[src/rtl/uart_tx_arbiter.sv]
// uart_tx_arbiter: round-robin packet arbiter sharing one UART transmitter among byte-stream requesters
module uart_tx_arbiter #(
    parameter int NUM_REQ   = 2,
    parameter int MAX_BURST = 16
) (
    input  logic                 clk,
    input  logic                 reset,
    input  logic [8*NUM_REQ-1:0] req_data,
    input  logic [NUM_REQ-1:0]   req_valid,
    input  logic [NUM_REQ-1:0]   req_last,
    output logic [NUM_REQ-1:0]   req_ready,
    output logic [7:0]           tx_data,
    output logic                 tx_valid,
    input  logic                 tx_ready,
    output logic                 grant_valid,
    output logic [1:0]           grant_id
);
    localparam int CW = $clog2(MAX_BURST + 1);

    typedef enum logic {IDLE, LOCKED} state_t;

    state_t          state_q, state_d;
    logic [1:0]      owner_q, owner_d;
    logic [1:0]      rr_ptr_q, rr_ptr_d;
    logic [CW-1:0]   count_q, count_d;
    logic [31:0]     data_ext;
    logic [3:0]      valid_ext;
    logic [3:0]      last_ext;
    logic [1:0]      winner;
    logic [1:0]      idx;
    logic            found;
    logic            hs;

    // Requester buses widened to the 4-requester maximum so a 2-bit owner indexes them directly.
    assign data_ext  = 32'(req_data);
    assign valid_ext = 4'(req_valid);
    assign last_ext  = 4'(req_last);

    assign grant_valid = (state_q == LOCKED);
    assign grant_id    = owner_q;
    assign tx_data     = data_ext[{owner_q, 3'b000} +: 8];
    assign tx_valid    = (state_q == LOCKED) && valid_ext[owner_q];
    assign hs          = tx_valid && tx_ready;

    genvar g;
    for (g = 0; g < NUM_REQ; g++) begin : g_ready
        assign req_ready[g] = (state_q == LOCKED) && (owner_q == 2'(g)) && tx_ready;
    end

    // Round-robin search: first valid requester starting at rr_ptr, wrapping.
    always_comb begin
        found  = 1'b0;
        winner = rr_ptr_q;
        idx    = rr_ptr_q;
        for (int k = 0; k < NUM_REQ; k++) begin
            idx = 2'((int'(rr_ptr_q) + k) % NUM_REQ);
            if (!found && valid_ext[idx]) begin
                found  = 1'b1;
                winner = idx;
            end
        end
    end

    // Grant FSM: lock onto a winner, release on packet end or burst limit.
    always_comb begin
        state_d  = state_q;
        owner_d  = owner_q;
        rr_ptr_d = rr_ptr_q;
        count_d  = count_q;
        if (state_q == IDLE) begin
            if (found) begin
                state_d = LOCKED;
                owner_d = winner;
                count_d = '0;
            end
        end else if (hs) begin
            count_d = count_q + 1'b1;
            if (last_ext[owner_q] || (int'(count_q) + 1 == MAX_BURST)) begin
                state_d  = IDLE;
                rr_ptr_d = 2'((int'(owner_q) + 1) % NUM_REQ);
            end
        end
    end

    // State registers with synchronous reset; an in-flight packet is abandoned.
    always_ff @(posedge clk) begin
        if (reset) begin
            state_q  <= IDLE;
            owner_q  <= '0;
            rr_ptr_q <= '0;
            count_q  <= '0;
        end else begin
            state_q  <= state_d;
            owner_q  <= owner_d;
            rr_ptr_q <= rr_ptr_d;
            count_q  <= count_d;
        end
    end
endmodule

[config.mk]
export PLATFORM = sky130hd
export DESIGN_NAME = uart_tx_arbiter
export DESIGN_NICKNAME = d
export VERILOG_FILES = /design/src/rtl/uart_tx_arbiter.sv
export SDC_FILE = /design/constraint.sdc
export NUM_CORES = 1
export LEC_CHECK = 0
export BUFFER_PORTS_ARGS = -buffer_cell sky130_fd_sc_hd__buf_2
export CAP_MARGIN = 25
export CORE_MARGIN = 2
export CORE_UTILIZATION = 32
export CTS_BUF_LIST = sky130_fd_sc_hd__clkbuf_16
export DETAILED_ROUTE_END_ITERATION = 6
export PLACE_DENSITY = 0.66
export SYNTH_ARGS = -nofsm -noshare
export SYNTH_HDL_FRONTEND = slang
export SYNTH_SLANG_ARGS = --single-unit
[constraint.sdc]
create_clock -name clk -period 1.5 [get_ports clk]
set_input_delay 0.45 -clock clk [delete_from_list [all_inputs] [get_ports clk]]
set_output_delay 0.45 -clock clk [all_outputs]
set_load 0.1 [all_outputs]
* Word level (Yosys, flattened, before mapping)
Index checks and enable logic that the tools add are counted.
Widths: inputs -> output; s select.
** Word-level totals
- Latch bits :: 0
- Register bits :: 10
- Word-level logic and storage cells :: 51
- Memory bits (writable) :: 0
- ROM bits :: 0
- Memories :: 0
- Bits of input ports :: 23
** Operators by class
- Magnitude comparators :: 3
- Multiply operators :: 0
- Equal/unequal tests :: 3
- Muxes and demuxes :: 19
- Div/mod/pow operators :: 0
- Add/subtract/negate cells :: 4
- Reductions and logical operators :: 14
- Bitwise gates (word level) :: 3
- Shift operators :: 1
** Operators by type and width (count)
- $shiftx 32x6->8 :: 1
- $mux 5 :: 3
- $mux 1 :: 11
- $logic_and 1x1->1 :: 7
- $add 5x1->6 const B :: 1
- $bmux 1 s2 :: 3
- $eq 6x5->1 const B :: 1
- $lt 2x3->1 const B :: 2
- $add 5x1->5 const B :: 1
- $mux 2 :: 2
- $reduce_and 2->1 :: 2
- $lt 1x3->1 const B :: 1
- $reduce_and 3->1 :: 1
- $add 1x1->1 const B :: 2
- $and 1x1->1 const A :: 2
- $eq 2x1->1 const B :: 1
- $logic_not 2->1 :: 1
- $ne 2x1->1 const B :: 1
- $reduce_bool 2->1 :: 1
- $logic_not 1->1 :: 1
- $logic_or 1x1->1 :: 1
- $not 1->1 :: 1

* Depth between registers and ports, before layout
- Word-level depth :: 8
- Mapped depth :: 5

* Least setup slack after synthesis
Ideal clock, no wire load.
- Path type :: reg2out
- Start point :: register state_q, in the netlist grant_valid
- End point :: output port req_ready[0]
- Buffers on the path :: 0
- Stages on the path, launching flop included :: 3
- Slack :: -1.521 ns
- Data arrival time :: 2.571 ns
- Data required time :: 1.050 ns
- Path through :: dfxtp_1 nand2_1 nor2_1
** Between the ends
- Word-level cells in the longest chain between the ends :: 2
** RTL lines
- start, declared :: line 22 : state_t state_q, state_d;
- start signal, assigned :: line 93 : state_q <= state_d;
- $logic_and 1x1->1 (2 in a row) :: line 47 : assign req_ready[g] = (state_q == LOCKED) && (owner_q == 2'(g)) && tx_ready;
- end, declared :: line 11 : output logic [NUM_REQ-1:0] req_ready,
Every way passes these cells.

* Worst setup path after layout
- Start point :: register owner_q[0], in the netlist grant_id[0]
- End point :: output port tx_data[4]
** Between the ends
- Word-level cells in the longest chain between the ends :: 1
** RTL lines
- start, declared :: line 23 : logic [1:0] owner_q, owner_d;
- start signal, assigned :: line 94 : owner_q <= owner_d;
- $shiftx 32x6->8 :: line 41 : assign tx_data = data_ext[{owner_q, 3'b000} +: 8];
- end, declared :: line 12 : output logic [7:0] tx_data,
Every way passes these cells.

==> impl_metrics.ini <==
[worst_setup_path]
cp_cell_sequence = buf_6 -> mux2_4 -> buf_12
crit_fanout = 7
cp-start-kind = flop
reg2reg_slack_ns = -0.20
cp_data_required_time_ns = 1.05
path_class = reg2out
crit_path_max_incr_delay_ns = 0.40
end_kind = output pin
cp_slowest_cell = dfxtp_4
reg2reg_depth = 6
cp.arrival_ns = 1.27
r2r-end = rr_ptr_q[0]
r2r-start = grant_id[0]

[final_layout]
final_cell_mix = 22 x buf_2, 15 x buf_4, 14 x buf_12, 9 x mux2_4, 7 x nor2_1
diodes = 0
drive_above_1_share = 0.631
syn_to_final_growth_pct = 124
fin_cells = 139
mostFrequentLayoutCell = buf_2
nNetsFinal = 147

[synth]
syn_nets = 92
synth_cell_types = 29
ys_async_sr_fraction = 0
seq_area_frac_synth = 0.283
synth_ff_type = dfxtp_1
synth_edf_count = 0
ys_seq_elements = 8
netlist_instances = 68
avgSynthCellArea_um2 = 8.34
synth_top_cell_by_area = dfxtp_1
yosysTopAreaCellShare = 0.283
synthTopCellsByArea = dfxtp_1 28%, mux2_2 16%, nor2_1 6.6%
synthesis.area_um2 = 567
ys_warn_count = 0

[place]
dpl.cell_count = 125
dp_hpwl_mm = 1.17
place.gp.congestion = 0.773
port-buffer-count = 35

[timing]
drv_slew = 0
rsz0062_at_grt = yes
finalWorstSetupSlack_ns = -0.221
finClkSkew_ns = 0.00326
timing.final.crit_share = 1.15
fin_tns_setup_ns = -2.42
finalSetupViolCount = 14
layout_min_cycle_time_ns = 1.72
timing.fmax_ghz = 0.581
hold_violations = 0

[flow_run]
maxCapViolations = 0

[grt]
overflow = 0
antenna_found_initial = 0
grt_max_degree = 10
grt_pass1_wl_mm = 2.88
grt_util_all_layers = 0.200
first_global_vias = 704

[hold_path]
whs_path_depth = 2
holdPathEnd = grant_id[0]
worstHoldStart = reset
hp-class = in2reg

[clock_network]
htree_levels = 1
path_clk_slew_ns = 0.04
clock_tree.root_cell = clkbuf_16
cts_tree = yes
clkSinkCount = 8
cts_buffer_depth = 2
numCtsBuffers = 3
clk_latency_ns = 0.24

[floorplanning]
fp.dieW_um = 46.1
num_io_pins = 37
core-area_um2 = 1690
fp.dieArea_um2 = 2120
row_count = 15
fp.dieH_um = 46.1
start_util = 0.336

[routing]
drt_iter0_markers = 21
antenna_left = 0
vias_per_cell = 5.34
first_pass_iters = 4
drc = 0
wl_mm = 2.26
via_count = 742
wl_per_cell_um = 16.2

[pwr]
p_total_w = 0.00120
ir_drop_mv = 0.720
p_leak_nw = 0.579
power_density_nw_per_um2 = 949

[outcome]
failed_checks = setup timing
status = finished with violations
stage by stage:
step / utilization / worst slack [ns] / hold slack (ns) / instance area, µm²
finish: 0.750 / -0.221 / 0.502 / 1270
global route: 0.750 / -0.250 / 0.517 / 1270
CTS: 0.710 / -0.214 / 0.484 / 1200
detailed placement: 0.552 / -0.0642 / 0.529 / 932
global placement: 0.552 / -0.0494 / 0.517 / 932
floorplan: - / -0.247 / 0.486 / 641
final cells by class:
cell class                 instances  area (µm²)
clock inverter                     1        3.75
fill                             100         422
sequential                         8         168
multi-input combinational         53         452
tap                               17        21.3
timing repair buffer              54         537
clock buffer                       3        75.1
inverter                           3        11.3
synth_stat cells, types with 2 or more instances:
cell type  instances
nor2_1            10
dfxtp_1            8
mux2_2             8
a21oi_1            5
nand2_1            5
nand3_1            4
inv_1              3
a211oi_1           2
a31oi_1            2
nor3_1             2
worst max-delay path by stage:
stage	start	to	slack, ns	depth (start not counted)
floorplan	grant_id[0]	tx_valid	-0.25	3
global placement	grant_id[0]	tx_data[7]	-0.05	2
detailed placement	grant_id[0]	tx_data[7]	-0.06	2
CTS	grant_id[0]	tx_data[3]	-0.21	3
global route	grant_id[0]	req_ready[1]	-0.25	4
finish	grant_id[0]	tx_data[4]	-0.22	3
layer usage:
| metal | share of wire | GRT usage | vias to the layer above |
|---|---|---|---|
| met1 | 0.39 | 0.210 | 342 |
| li1 | - | - | 350 |
| met5 | 0 | 0 | - |
| met4 | 0.020 | 0.120 | 0 |
| met3 | 0.089 | 0.0275 | 6 |
| met2 | 0.50 | 0.369 | 44 |
state kept, by name, summed over array words and instances (netlist names):
signal       flops
count_q          5
grant_valid      1
rr_ptr_q         1
grant_id         1
critical path: cells and delay by family (launching register included):
family                 cells  cell delay (ns)
buffers and inverters      2             0.32
flip-flops                 1             0.40
multiplexers               1             0.32
cells by family after synthesis:
kind of cell	after synthesis	synth area share
adder cells (fa/ha/maj)	1	0.0221
flip-flops	8	0.283
AND/OR/NAND/NOR	26	0.214
AO/OA/AOI/OAI	14	0.166
multiplexers	11	0.243
other	1	0.00662
buffers and inverters	7	0.0662
what timing repair did:
item                       CTS  global route
gates resized for setup     36             7
setup buffers                7             3
setup endpoints to repair   12            16
pin swaps                    0             1
hold buffers                 0             0
power breakdown:
group / switching [W] / internal [W] / leakage, nW / total [W]
clock network: 0.000115 / 0.000348 / 0.0423 / 0.000463
logic: 0.000298 / 0.000211 / 0.471 / 0.000509
registers: 0.0000128 / 0.000219 / 0.0662 / 0.000232
total: 0.000425 / 0.000778 / 0.579 / 0.00120
Note: power is estimated with default switching activity, not from simulation.
